## src/rtl/dino_pkg.sv

```systemverilog
// Shared definitions for the Dino game pipeline (controller, obstacle and
// collision stages).
//   - dino_state_e : controller state encodings (visible on the state port)
//   - BCD_W        : width of a 4-digit BCD score
//   - *_DEF        : default parameter values shared across stages
//   - bcd_inc      : saturating 4-digit BCD increment (9999 holds)
//   - bcd_gt       : BCD magnitude compare, most significant digit first
package dino_pkg;

  localparam int BCD_W = 16;

  localparam int SCORE_DIV_DEF    = 6;
  localparam int GRACE_FRAMES_DEF = 2;
  localparam int OVER_LOCK_DEF    = 30;
  localparam int SPEED_STEP_DEF   = 100;
  localparam int MAX_SPEED_DEF    = 7;

  typedef enum logic [1:0] {
    ST_IDLE  = 2'b00,
    ST_RUN   = 2'b01,
    ST_OVER  = 2'b10,
    ST_PAUSE = 2'b11
  } dino_state_e;

  function automatic logic [BCD_W-1:0] bcd_inc(input logic [BCD_W-1:0] v);
    logic [BCD_W-1:0] r;
    logic             carry;
    r     = v;
    carry = 1'b1;
    for (int unsigned i = 0; i < 4; i++) begin
      if (carry) begin
        if (r[i*4 +: 4] == 4'd9) begin
          r[i*4 +: 4] = 4'd0;
        end else begin
          r[i*4 +: 4] = r[i*4 +: 4] + 4'd1;
          carry       = 1'b0;
        end
      end
    end
    // A carry out of the top digit means v was 9999: hold it.
    if (carry) r = v;
    return r;
  endfunction

  function automatic logic bcd_gt(input logic [BCD_W-1:0] a,
                                  input logic [BCD_W-1:0] b);
    logic done;
    logic gt;
    done = 1'b0;
    gt   = 1'b0;
    for (int unsigned k = 0; k < 4; k++) begin
      if (!done) begin
        if (a[(3-k)*4 +: 4] > b[(3-k)*4 +: 4]) begin
          gt   = 1'b1;
          done = 1'b1;
        end else if (a[(3-k)*4 +: 4] < b[(3-k)*4 +: 4]) begin
          done = 1'b1;
        end
      end
    end
    return gt;
  endfunction

endpackage

```

## src/rtl/dino_game_ctrl_if.sv

```systemverilog
// Signal bundle between the game controller and its neighbours.
//   crash, frame_tick, btn        : inputs to the controller
//   state, running, jump_req,
//   score, hi_score, speed        : controller outputs
// Modports: master = environment side, slave = controller side.
interface dino_game_ctrl_if;
  import dino_pkg::*;

  logic             crash;
  logic             frame_tick;
  logic             btn;
  logic [1:0]       state;
  logic             running;
  logic             jump_req;
  logic [BCD_W-1:0] score;
  logic [BCD_W-1:0] hi_score;
  logic [2:0]       speed;

  modport master (
    output crash, frame_tick, btn,
    input  state, running, jump_req, score, hi_score, speed
  );

  modport slave (
    input  crash, frame_tick, btn,
    output state, running, jump_req, score, hi_score, speed
  );

endinterface

```

## src/rtl/bcd_cnt4.sv

```systemverilog
// 4-digit BCD counter, saturating at 9999.
//   clk_i  : clock
//   rst_ni : asynchronous active-low reset (value -> 0)
//   clr_i  : synchronous clear (wins over inc_i)
//   inc_i  : increment enable
//   val_o  : registered BCD value, digits always 0..9 so it compares
//            directly as a binary magnitude
module bcd_cnt4
  import dino_pkg::*;
(
  input  logic             clk_i,
  input  logic             rst_ni,
  input  logic             clr_i,
  input  logic             inc_i,
  output logic [BCD_W-1:0] val_o
);

  logic [BCD_W-1:0] val_q;
  logic [BCD_W-1:0] val_d;

  always_comb begin
    val_d = val_q;
    if (clr_i) begin
      val_d = '0;
    end else if (inc_i) begin
      val_d = bcd_inc(val_q);
    end
  end

  always_ff @(posedge clk_i or negedge rst_ni) begin
    if (!rst_ni) begin
      val_q <= '0;
    end else begin
      val_q <= val_d;
    end
  end

  assign val_o = val_q;

endmodule

```

## src/rtl/dino_game_ctrl.sv

```systemverilog
// Chrome Dino game-state controller, downstream of the collision detector.
// Sequences IDLE / RUN / OVER (and PAUSE), keeps BCD score and high score,
// and drives the speed level and jump request.
//   clk        : pixel clock
//   rstn       : asynchronous active-low reset
//   btn_pause  : raw pause button (only when DINO_PAUSE_EN is defined)
//   bus        : dino_game_ctrl_if.slave (crash, frame_tick, btn in;
//                state, running, jump_req, score, hi_score, speed out)
// Build option: DINO_PAUSE_EN adds the pause button and the PAUSE state.
module dino_game_ctrl
  import dino_pkg::*;
#(
  parameter int SCORE_DIV    = SCORE_DIV_DEF,
  parameter int GRACE_FRAMES = GRACE_FRAMES_DEF,
  parameter int OVER_LOCK    = OVER_LOCK_DEF,
  parameter int SPEED_STEP   = SPEED_STEP_DEF,
  parameter int MAX_SPEED    = MAX_SPEED_DEF
)
(
  input logic             clk,
  input logic             rstn,
`ifdef DINO_PAUSE_EN
  input logic             btn_pause,
`endif
  dino_game_ctrl_if.slave bus
);

  localparam logic [15:0] DIV_LAST  = 16'(SCORE_DIV - 1);
  localparam logic [15:0] GRACE_END = 16'(GRACE_FRAMES);
  localparam logic [15:0] LOCK_END  = 16'(OVER_LOCK);
  localparam logic [2:0]  SPD_MAX   = 3'(MAX_SPEED);
  // Speed steps are decades, so "multiple of the step" reduces to the low
  // BCD digits being zero.
  localparam int          STEP_DIGITS = (SPEED_STEP >= 1000) ? 3 :
                                        (SPEED_STEP >= 100)  ? 2 : 1;
  localparam logic [BCD_W-1:0] STEP_MASK = BCD_W'((1 << (4*STEP_DIGITS)) - 1);

  dino_state_e      state_q, state_d;
  logic [15:0]      div_q, div_d;
  logic [15:0]      grace_q, grace_d;
  logic [15:0]      lock_q, lock_d;
  logic [2:0]       speed_q, speed_d;
  logic [BCD_W-1:0] hi_q, hi_d;
  logic             jump_q, jump_d;
  logic             running_q;
  logic             score_clr, score_inc;
  logic [BCD_W-1:0] score;
  logic [BCD_W-1:0] score_nxt;
  logic             crash_live;

  // Two synchronizer flops plus a history flop; the edge pulse is registered.
  logic [2:0]       btn_sync_q;
  logic             btn_edge_q;

  always_ff @(posedge clk or negedge rstn) begin
    if (!rstn) begin
      btn_sync_q <= '0;
      btn_edge_q <= 1'b0;
    end else begin
      btn_sync_q <= {btn_sync_q[1:0], bus.btn};
      btn_edge_q <= btn_sync_q[1] & ~btn_sync_q[2];
    end
  end

`ifdef DINO_PAUSE_EN
  logic [2:0]       pause_sync_q;
  logic             pause_edge_q;

  always_ff @(posedge clk or negedge rstn) begin
    if (!rstn) begin
      pause_sync_q <= '0;
      pause_edge_q <= 1'b0;
    end else begin
      pause_sync_q <= {pause_sync_q[1:0], btn_pause};
      pause_edge_q <= pause_sync_q[1] & ~pause_sync_q[2];
    end
  end
`endif

  bcd_cnt4 u_score (
    .clk_i  (clk),
    .rst_ni (rstn),
    .clr_i  (score_clr),
    .inc_i  (score_inc),
    .val_o  (score)
  );

  assign score_nxt  = bcd_inc(score);
  assign crash_live = bus.crash && (grace_q >= GRACE_END);

  always_comb begin
    state_d   = state_q;
    div_d     = div_q;
    grace_d   = grace_q;
    lock_d    = lock_q;
    speed_d   = speed_q;
    hi_d      = hi_q;
    jump_d    = 1'b0;
    score_clr = 1'b0;
    score_inc = 1'b0;

    case (state_q)
      ST_IDLE: begin
        if (btn_edge_q) begin
          state_d   = ST_RUN;
          score_clr = 1'b1;
          speed_d   = '0;
          div_d     = '0;
          grace_d   = '0;
        end
      end

      ST_RUN: begin
        // Crash pre-empts everything else on this clock: no jump, no score.
        if (crash_live) begin
          state_d = ST_OVER;
          lock_d  = '0;
          if (bcd_gt(score, hi_q)) hi_d = score;
        end
`ifdef DINO_PAUSE_EN
        else if (pause_edge_q) begin
          state_d = ST_PAUSE;
        end
`endif
        else begin
          jump_d = btn_edge_q;
          if (bus.frame_tick) begin
            if (grace_q < GRACE_END) grace_d = grace_q + 16'd1;
            if (div_q >= DIV_LAST) begin
              div_d     = '0;
              score_inc = 1'b1;
              if (score_nxt != score && (score_nxt & STEP_MASK) == '0 &&
                  speed_q < SPD_MAX) begin
                speed_d = speed_q + 3'd1;
              end
            end else begin
              div_d = div_q + 16'd1;
            end
          end
        end
      end

      ST_OVER: begin
        if (bus.frame_tick && lock_q < LOCK_END) lock_d = lock_q + 16'd1;
        if (btn_edge_q && lock_q >= LOCK_END) begin
          state_d   = ST_RUN;
          score_clr = 1'b1;
          speed_d   = '0;
          div_d     = '0;
          grace_d   = '0;
        end
      end

`ifdef DINO_PAUSE_EN
      ST_PAUSE: begin
        if (pause_edge_q) state_d = ST_RUN;
      end
`endif

      default: begin
        state_d = ST_IDLE;
      end
    endcase
  end

  always_ff @(posedge clk or negedge rstn) begin
    if (!rstn) begin
      state_q   <= ST_IDLE;
      div_q     <= '0;
      grace_q   <= '0;
      lock_q    <= '0;
      speed_q   <= '0;
      hi_q      <= '0;
      jump_q    <= 1'b0;
      running_q <= 1'b0;
    end else begin
      state_q   <= state_d;
      div_q     <= div_d;
      grace_q   <= grace_d;
      lock_q    <= lock_d;
      speed_q   <= speed_d;
      hi_q      <= hi_d;
      jump_q    <= jump_d;
      running_q <= (state_d == ST_RUN);
    end
  end

  assign bus.state    = state_q;
  assign bus.running  = running_q;
  assign bus.jump_req = jump_q;
  assign bus.score    = score;
  assign bus.hi_score = hi_q;
  assign bus.speed    = speed_q;

endmodule

```

## src/flat_wrapper.sv

```systemverilog
// flat-port wrapper written by rule: the top's interface ports become plain ports
module dino_game_ctrl_flat import dino_pkg::*;
#(
  parameter int SCORE_DIV    = SCORE_DIV_DEF,
  parameter int GRACE_FRAMES = GRACE_FRAMES_DEF,
  parameter int OVER_LOCK    = OVER_LOCK_DEF,
  parameter int SPEED_STEP   = SPEED_STEP_DEF,
  parameter int MAX_SPEED    = MAX_SPEED_DEF
)
  (clk, rstn, bus_crash, bus_frame_tick, bus_btn, bus_state, bus_running, bus_jump_req, bus_score, bus_hi_score, bus_speed);
  dino_game_ctrl_if bus_i ();
  input logic clk;
  input logic rstn;
  input wire logic [$bits(bus_i.crash)-1:0] bus_crash;
  input wire logic [$bits(bus_i.frame_tick)-1:0] bus_frame_tick;
  input wire logic [$bits(bus_i.btn)-1:0] bus_btn;
  output wire logic [$bits(bus_i.state)-1:0] bus_state;
  output wire logic [$bits(bus_i.running)-1:0] bus_running;
  output wire logic [$bits(bus_i.jump_req)-1:0] bus_jump_req;
  output wire logic [$bits(bus_i.score)-1:0] bus_score;
  output wire logic [$bits(bus_i.hi_score)-1:0] bus_hi_score;
  output wire logic [$bits(bus_i.speed)-1:0] bus_speed;
  assign bus_i.crash = bus_crash;
  assign bus_i.frame_tick = bus_frame_tick;
  assign bus_i.btn = bus_btn;
  assign bus_state = bus_i.state;
  assign bus_running = bus_i.running;
  assign bus_jump_req = bus_i.jump_req;
  assign bus_score = bus_i.score;
  assign bus_hi_score = bus_i.hi_score;
  assign bus_speed = bus_i.speed;
  dino_game_ctrl #(.SCORE_DIV(SCORE_DIV), .GRACE_FRAMES(GRACE_FRAMES), .OVER_LOCK(OVER_LOCK), .SPEED_STEP(SPEED_STEP), .MAX_SPEED(MAX_SPEED)) u_core (.clk(clk), .rstn(rstn), .bus(bus_i));
endmodule
```

## config.mk

```make
export PLATFORM = sky130hd
export DESIGN_NAME = dino_game_ctrl_flat
export DESIGN_NICKNAME = d
export VERILOG_FILES = /design/src/rtl/dino_pkg.sv /design/src/rtl/dino_game_ctrl_if.sv /design/src/rtl/bcd_cnt4.sv /design/src/rtl/dino_game_ctrl.sv /design/src/flat_wrapper.sv
export SDC_FILE = /design/constraint.sdc
export NUM_CORES = 1
export LEC_CHECK = 0
export CAP_MARGIN = 20
export CORE_UTILIZATION = 45
export CTS_CLUSTER_SIZE = 28
export DETAILED_ROUTE_END_ITERATION = 7
export PLACE_DENSITY = 0.68
export SYNTH_ARGS = -nofsm -noshare
export SYNTH_HDL_FRONTEND = slang
export SYNTH_HIERARCHICAL = 1
export SYNTH_SLANG_ARGS = --single-unit
```

## constraint.sdc

```tcl
create_clock -name clk -period 3.1 [get_ports clk]
set_input_delay 0.62 -clock clk [delete_from_list [all_inputs] [get_ports clk]]
set_output_delay 0.62 -clock clk [all_outputs]
set_load 0.02 [all_outputs]
```

* After elaboration in Yosys (flattened, before gate mapping)
Cells that the tools add are included.
** Operators by class
- $add $sub $neg :: 8
- Magnitude comparators :: 13
- Equal/unequal tests :: 18
- Multiplexer cells :: 88
- Bitwise gates (word level) :: 2
- Reductions and logical operators :: 22
** Operators with widths (count)
- two-way mux 16 bit :: 14
- one-hot mux 16 bit (3 select lines) :: 2
- two-way mux 1 bit :: 49
- adder 16 x 1 -> 16 bit, second input constant :: 3
- two-way mux 4 bit :: 10
- one-hot mux 16 bit (2 select lines) :: 1
- two-way mux 3 bit :: 6
- adder 4 x 1 -> 4 bit, second input constant :: 4
- == test 4 bit, second input constant :: 4
- >= comparator 16 x 2 -> 1 bit, second input constant :: 1
- >= comparator 16 x 3 -> 1 bit, second input constant :: 1
- >= comparator 16 x 5 -> 1 bit, second input constant :: 1
- greater-than comparator 4 bit :: 4
- zero test 16 bit :: 1
- < comparator 16 x 2 -> 1 bit, second input constant :: 1
- < comparator 16 x 5 -> 1 bit, second input constant :: 1
- inequality test 16 bit :: 1
- inequality test 2 x 1 -> 1 bit, second input constant :: 8
- AND reduction 3 bit :: 5
- < comparator 4 bit :: 3
- nonzero test 2 bit :: 5
- one-hot mux 3 bit (3 select lines) :: 1
- AND reduction 7 bit :: 1
- two-way mux 2 bit :: 3
- 15 further kinds :: 21
** Storage, ports and cells
- Register bits after elaboration :: 91
- Word-level logic and storage cells :: 165

* Logic depth before layout (Yosys ltp)
- Depth in word-level cells :: 19
- Gate-level depth with buffers :: 13
- Depth with buffers taken out :: 11

* Cells and area by module
Netlist, hierarchy kept.
** By module, submodules not included
- dino_game_ctrl :: instances 1, cells each 346, area an instance 3827.4 um^2, seq. area each 1876.8 um^2
- bcd_cnt4 :: instances 1, cells each 105, area an instance 1042.2 um^2, seq. area each 400.4 um^2

* Worst setup path before layout
No wires, ideal clock.
- Path type :: reg2reg
- Start point :: register u_core.div_q[0]
- End point :: register u_core.u_score.val_q[10], in the netlist u_core/u_score/val_o[10]
- Setup time :: 132 ps
- Data arrival time :: 2387 ps
- Data required time :: 2968 ps
- Setup slack :: 581 ps
- Stages on the path, launching flop included :: 13
- Path buffers :: 2
- Period minus slack after synthesis :: 2519 ps
- Cells stage by stage :: dfrtp_1 -> ha_1 -> nand2b_1 -> a2111oi_0 -> nand3_1 -> nand2_1 -> nor3_1 -> buf_4 -> and4b_2 -> buf_2 -> nand3_1 -> mux2i_1 -> nor2_1
** On the way
- Word-level cells in the longest chain between the ends :: 7
** Ends and longest elaborated chain
- from (decl) :: line dino_game_ctrl.sv:39 : logic [15:0] div_q, div_d;
- from (signal assigned) :: line dino_game_ctrl.sv:178 : div_q <= div_d;
- >= comparator 16 x 3 -> 1 bit :: line dino_game_ctrl.sv:129 : if (div_q >= DIV_LAST) begin
- two-way mux 1 bit :: line dino_game_ctrl.sv:129
- two-way mux 1 bit :: line dino_game_ctrl.sv:127 : if (bus.frame_tick) begin
- two-way mux 1 bit :: line dino_game_ctrl.sv:115 : if (crash_live) begin
- two-way mux 1 bit :: line dino_game_ctrl.sv:102 : case (state_q)
- via u_core.score_inc :: line dino_game_ctrl.sv:46 : logic score_clr, score_inc;
- nonzero test 2 bit (no line)
- AND reduction 3 bit (no line)
- to (signal assigned) :: line bcd_cnt4.sv:34 : val_q <= val_d;
- to (decl) :: line bcd_cnt4.sv:18 : logic [BCD_W-1:0] val_q;
The timed path passes the listed nets, and every way through them passes these cells.
A chain may end at the register's enable or synchronous reset.

* Worst setup path after layout
Ends and elaborated chain as after synthesis.

==> results.txt <==
Counting flops with an async set or reset pin after synthesis yields a share of 100%. The number of placed instances, taps included was 628. The routed length per placed instance was 15.5 microns; the number of detailed-routing iterations run before antenna repair was 5. The y dimension of the die works out to 106 microns.

Setup repair after global routing left no endpoint under its margin. During placement, the flow inserted port buffers numbering 43. Averaged over all synthesized cells, the footprint is 10.8 sq um. The tools report the cell count after synthesis as 451.

The die covers 11,200 sq um. For the worst setup path, the data arrival time is 3.03 ns. Among all stages on the critical path, the largest delay is contributed by sky130_fd_sc_hd__a2111oi_0.

The final cell count without fillers was 644. The via count of the first global-routing pass was 3,461. For the initial antenna violation count, the log shows 0.

The largest fanout on the critical path was 9; the number of violations reported at the end of detailed-routing iteration 0 was 174. The routed layout has 3,520 vias. The clock tree root buffer cell is sky130_fd_sc_hd__clkbuf_8. Overall die width: 106 microns.

The wire-length estimate of the detail-placed layout is 7110 microns. The DRC violation count after routing came out at 0. Routability-driven placement finished with a final weighted congestion of 0.831.

Synthesis instantiated 74 different standard cells from the library. The maximum vdd drop was 0.000260 V; the worst clock skew on the final layout was 0.00959 ns. In this run the remaining antenna-violating nets after routing total 0.

TritonCTS built the clock tree. The tools report the sequential area share after synthesis as 46.8%. For this configuration, the core starts out at a cell density of 46.8%.

Counting flops and latches in the post-synthesis netlist gives 91. The tools report the number of rows in the core area as 37. After synthesis, the cell types taking the most area are sky130_fd_sc_hd__dfrtp_1 47%, sky130_fd_sc_hd__ha_1 8.2%, sky130_fd_sc_hd__mux2_4 3.4%. The logs give 0 for the number of maximum-capacitance constraint violations and 0 ns for the total negative setup slack. The run finished with clean final reports.

The predominant post-synthesis flop cell is sky130_fd_sc_hd__dfrtp_1. The area fraction of the dominant cell type after synthesis was 46.8%; the maximum number of pins on one net before global-route repair was 59. The H-tree was split into 3 levels.

The tools report the number of warnings reported in the yosys synthesis log as 6. In this run the power density over the cells is 564 nW/um^2. The total area of multi-input combinational cells is 2380 sq um, and the standard cell core area is 10,400 sq um. The min-delay analysis places its worst path in the category primary input to asynchronous set/reset pin. The number of enable-type register cells in the synthesized netlist works out to 0. The number of antenna diodes in the final layout is 0. The largest total area in the synthesized netlist belongs to sky130_fd_sc_hd__dfrtp_1.

Storage element area: 2280 sq um. The number of nets handed over by synthesis was 488. Summing every instance area after synthesis gives 4870 sq um.

The logs give 357 MHz for the maximum achievable frequency and 540 for the number of nets at the end of the flow. The endpoint required time on the critical path is 3.33 ns, and the overflow left after global routing is 0. The worst-case clock buffer depth came out at 2.

Total global routing track utilization: 19.0%. The routed design has 10,000 microns of wire. The hold violation total from the final report was 0. Sort of element at the end of the critical path: a flop. The tools report the worst relative slew slack as 50.3%. Counting every sink on the clock net gives 91. After clock tree synthesis, the clock-pin slew on the worst setup and hold paths is 0.09 ns. The logs give 2.68 nW for the total leakage power and 0 for the final-report max-slew violation count. The fraction of final layout cells with drive strength greater than 1 came out at 15.7%. The critical path is of the flop to flop type.

Compared with the post-synthesis result, the final layout area differs by 16.4%. The first global-routing pass estimated 16,800 microns of wire. The per-cell via count in the routed design came out at 5.47. The worst path uses 90.5% of the clock period.

The design draws 3.20 mW. The clock period could shrink to 2.80 ns. The total buffers and inverters traversed by the critical path is 1, and the total setup violations reported at the end of the flow is 0. The tools report the sort of element at the start of the critical path as a flop. By instance count, the cell type seen most on the critical path is sky130_fd_sc_hd__nand3_1. The placement-stage worst setup slack came out at 0.251 ns. Once the clock tree was built, the resizer swapped 0 gates to a different size. Maximum cell stage delay along the critical path: 0.59 ns. In this run, post-CTS hold repair placed 0 buffers.

Clock tree synthesis inserted a total of 9 buffers. Setup slack on the critical path of the routed design comes to 0.296 ns. During I/O placement, the number of pins put on the boundary was 44.

At the pin with the least slew margin, the transition time is 0.746 ns. For the clock latency reported for the late side of the worst-skew pair, the log shows 0.35 ns. Among cell families on the critical path, the largest total delay comes from simple AND/OR/NAND/NOR gates.

The filler cells instantiated in the layout total 944. Walking the worst path, the cells encountered are ha_1 -> nand2b_1 -> a2111oi_0 -> nand3_1 -> nand2_1 -> nor3_1 -> buf_4 -> and4b_2 -> nand3_1 -> mux2i_1 -> nor2_1. In this run the post-CTS setup repair buffer count came out at 0.
==> kinds of logic (layout without fill, tap and decap cells) <==
group / Yosys count / after routing / share of synthesized area [%]
AOI/OAI and AO/OA: 80 / 80 / 11.6
and+or+nand+nor: 175 / 175 / 22.0
adders and majority gates: 32 / 32 / 8.22
xor gates and xnor gates: 5 / 5 / 0.899
muxes: 23 / 23 / 6.09
DFF: 91 / 91 / 46.8
buffers and inverters: 45 / 102 / 4.39
==> worst paths after layout <==
kind / startpoint / endpoint / slack, ns / cells past startpoint
max: u_core/div_q[0] / u_core/u_score/val_o[10] / 0.30 / 11
min reg2reg: u_core/btn_sync_q[0] / u_core/btn_sync_q[1] / 0.35 / 0
max in group asynchronous: rstn / u_core/lock_q[5] / 2.11 / 2
min: rstn / u_core/bus.speed[0] / 0.34 / 1
max reg2reg: u_core/div_q[0] / u_core/u_score/val_o[10] / 0.30 / 11
min in group clk: u_core/btn_sync_q[0] / u_core/btn_sync_q[1] / 0.35 / 0
==> metrics by stage <==
| step | area (sq um) | hold WS [ns] | util (%) |
|---|---|---|---|
| finish | 5670 | 0.340 | 54.4 |
| global route | 5670 | 0.366 | 54.4 |
| CTS | 5670 | 0.353 | 54.4 |
| detailed placement | 5480 | 0.335 | 52.6 |
| global placement | 5480 | 0.331 | 52.6 |
| floorplan | 4870 | 0.324 | - |
==> cell usage after synthesis, drive strengths merged (3+ instances only) <==
cell type,count
dfrtp,91
nor2,38
ha,32
inv,30
nand2,27
a21oi,25
and2,22
mux2,20
o21ai,15
nor3,11
a31oi,10
and3,10
nand3,10
nand4,10
a41oi,9
buf,9
nand2b,9
nand3b,7
nor2b,7
nor4,7
clkbuf,6
a211oi,3
and4,3
mux2i,3
xor2,3
==> where the power goes <==
part           total (mW)  switching [mW]  internal [mW]
Sequential           1.40           0.113           1.28
Clock               0.798           0.407          0.391
Combinational        1.01           0.583          0.423
Total                3.20            1.10           2.10
==> worst register-to-register path, stage by stage (launching register included) <==
cell and delay (ns):
sky130_fd_sc_hd__dfrtp_1 0.43, sky130_fd_sc_hd__ha_1 0.21, sky130_fd_sc_hd__nand2b_1 0.14, sky130_fd_sc_hd__a2111oi_0 0.59, sky130_fd_sc_hd__nand3_1 0.29, sky130_fd_sc_hd__nand2_1 0.14
sky130_fd_sc_hd__nor3_1 0.06, sky130_fd_sc_hd__buf_4 0.18, sky130_fd_sc_hd__and4b_2 0.30, sky130_fd_sc_hd__nand3_1 0.11, sky130_fd_sc_hd__mux2i_1 0.18, sky130_fd_sc_hd__nor2_1 0.05
==> registers in the layout, summed over array words and instances, names as in the netlist <==
register,cells
u_core/bus.jump_req,1
u_core/bus.hi_score,16
u_core/bus.state,2
u_core/grace_q,16
u_core/btn_edge_q,1
u_core/u_score/val_o,16
u_core/div_q,16
u_core/bus.speed,3
u_core/lock_q,16
u_core/btn_sync_q,3
u_core/bus.running,1
==> cell usage in the layout (no fill, tap or decap), types with 11 or more instances in the layout <==
master and n:
sky130_fd_sc_hd__a21oi_1 24, sky130_fd_sc_hd__and2_1 17, sky130_fd_sc_hd__buf_4 13, sky130_fd_sc_hd__clkdlybuf4s50_1 42, sky130_fd_sc_hd__dfrtp_1 91, sky130_fd_sc_hd__ha_1 32, sky130_fd_sc_hd__inv_1 30, sky130_fd_sc_hd__mux2_4 11
sky130_fd_sc_hd__nand2_1 25, sky130_fd_sc_hd__nor2_1 36, sky130_fd_sc_hd__o21ai_0 15
==> area by class of cell <==
cell class	count	share of cell area [%]
Timing Repair Buffer	56	9.49
Multi-Input combinational cell	315	41.9
Clock inverter	5	0.927
Tap cell	136	3.00
Clock buffer	11	2.49
Sequential cell	91	40.2
Inverter	30	1.99
==> layer usage <==
metal / wire (microns) / global-route usage [%]
met2: 4550 / 28.9
met3: 289 / 2.94
met4: 121 / 7.44
met5: 0 / 0
met1: 5060 / 27.4
No activity file was read; power rests on OpenSTA's default activity.
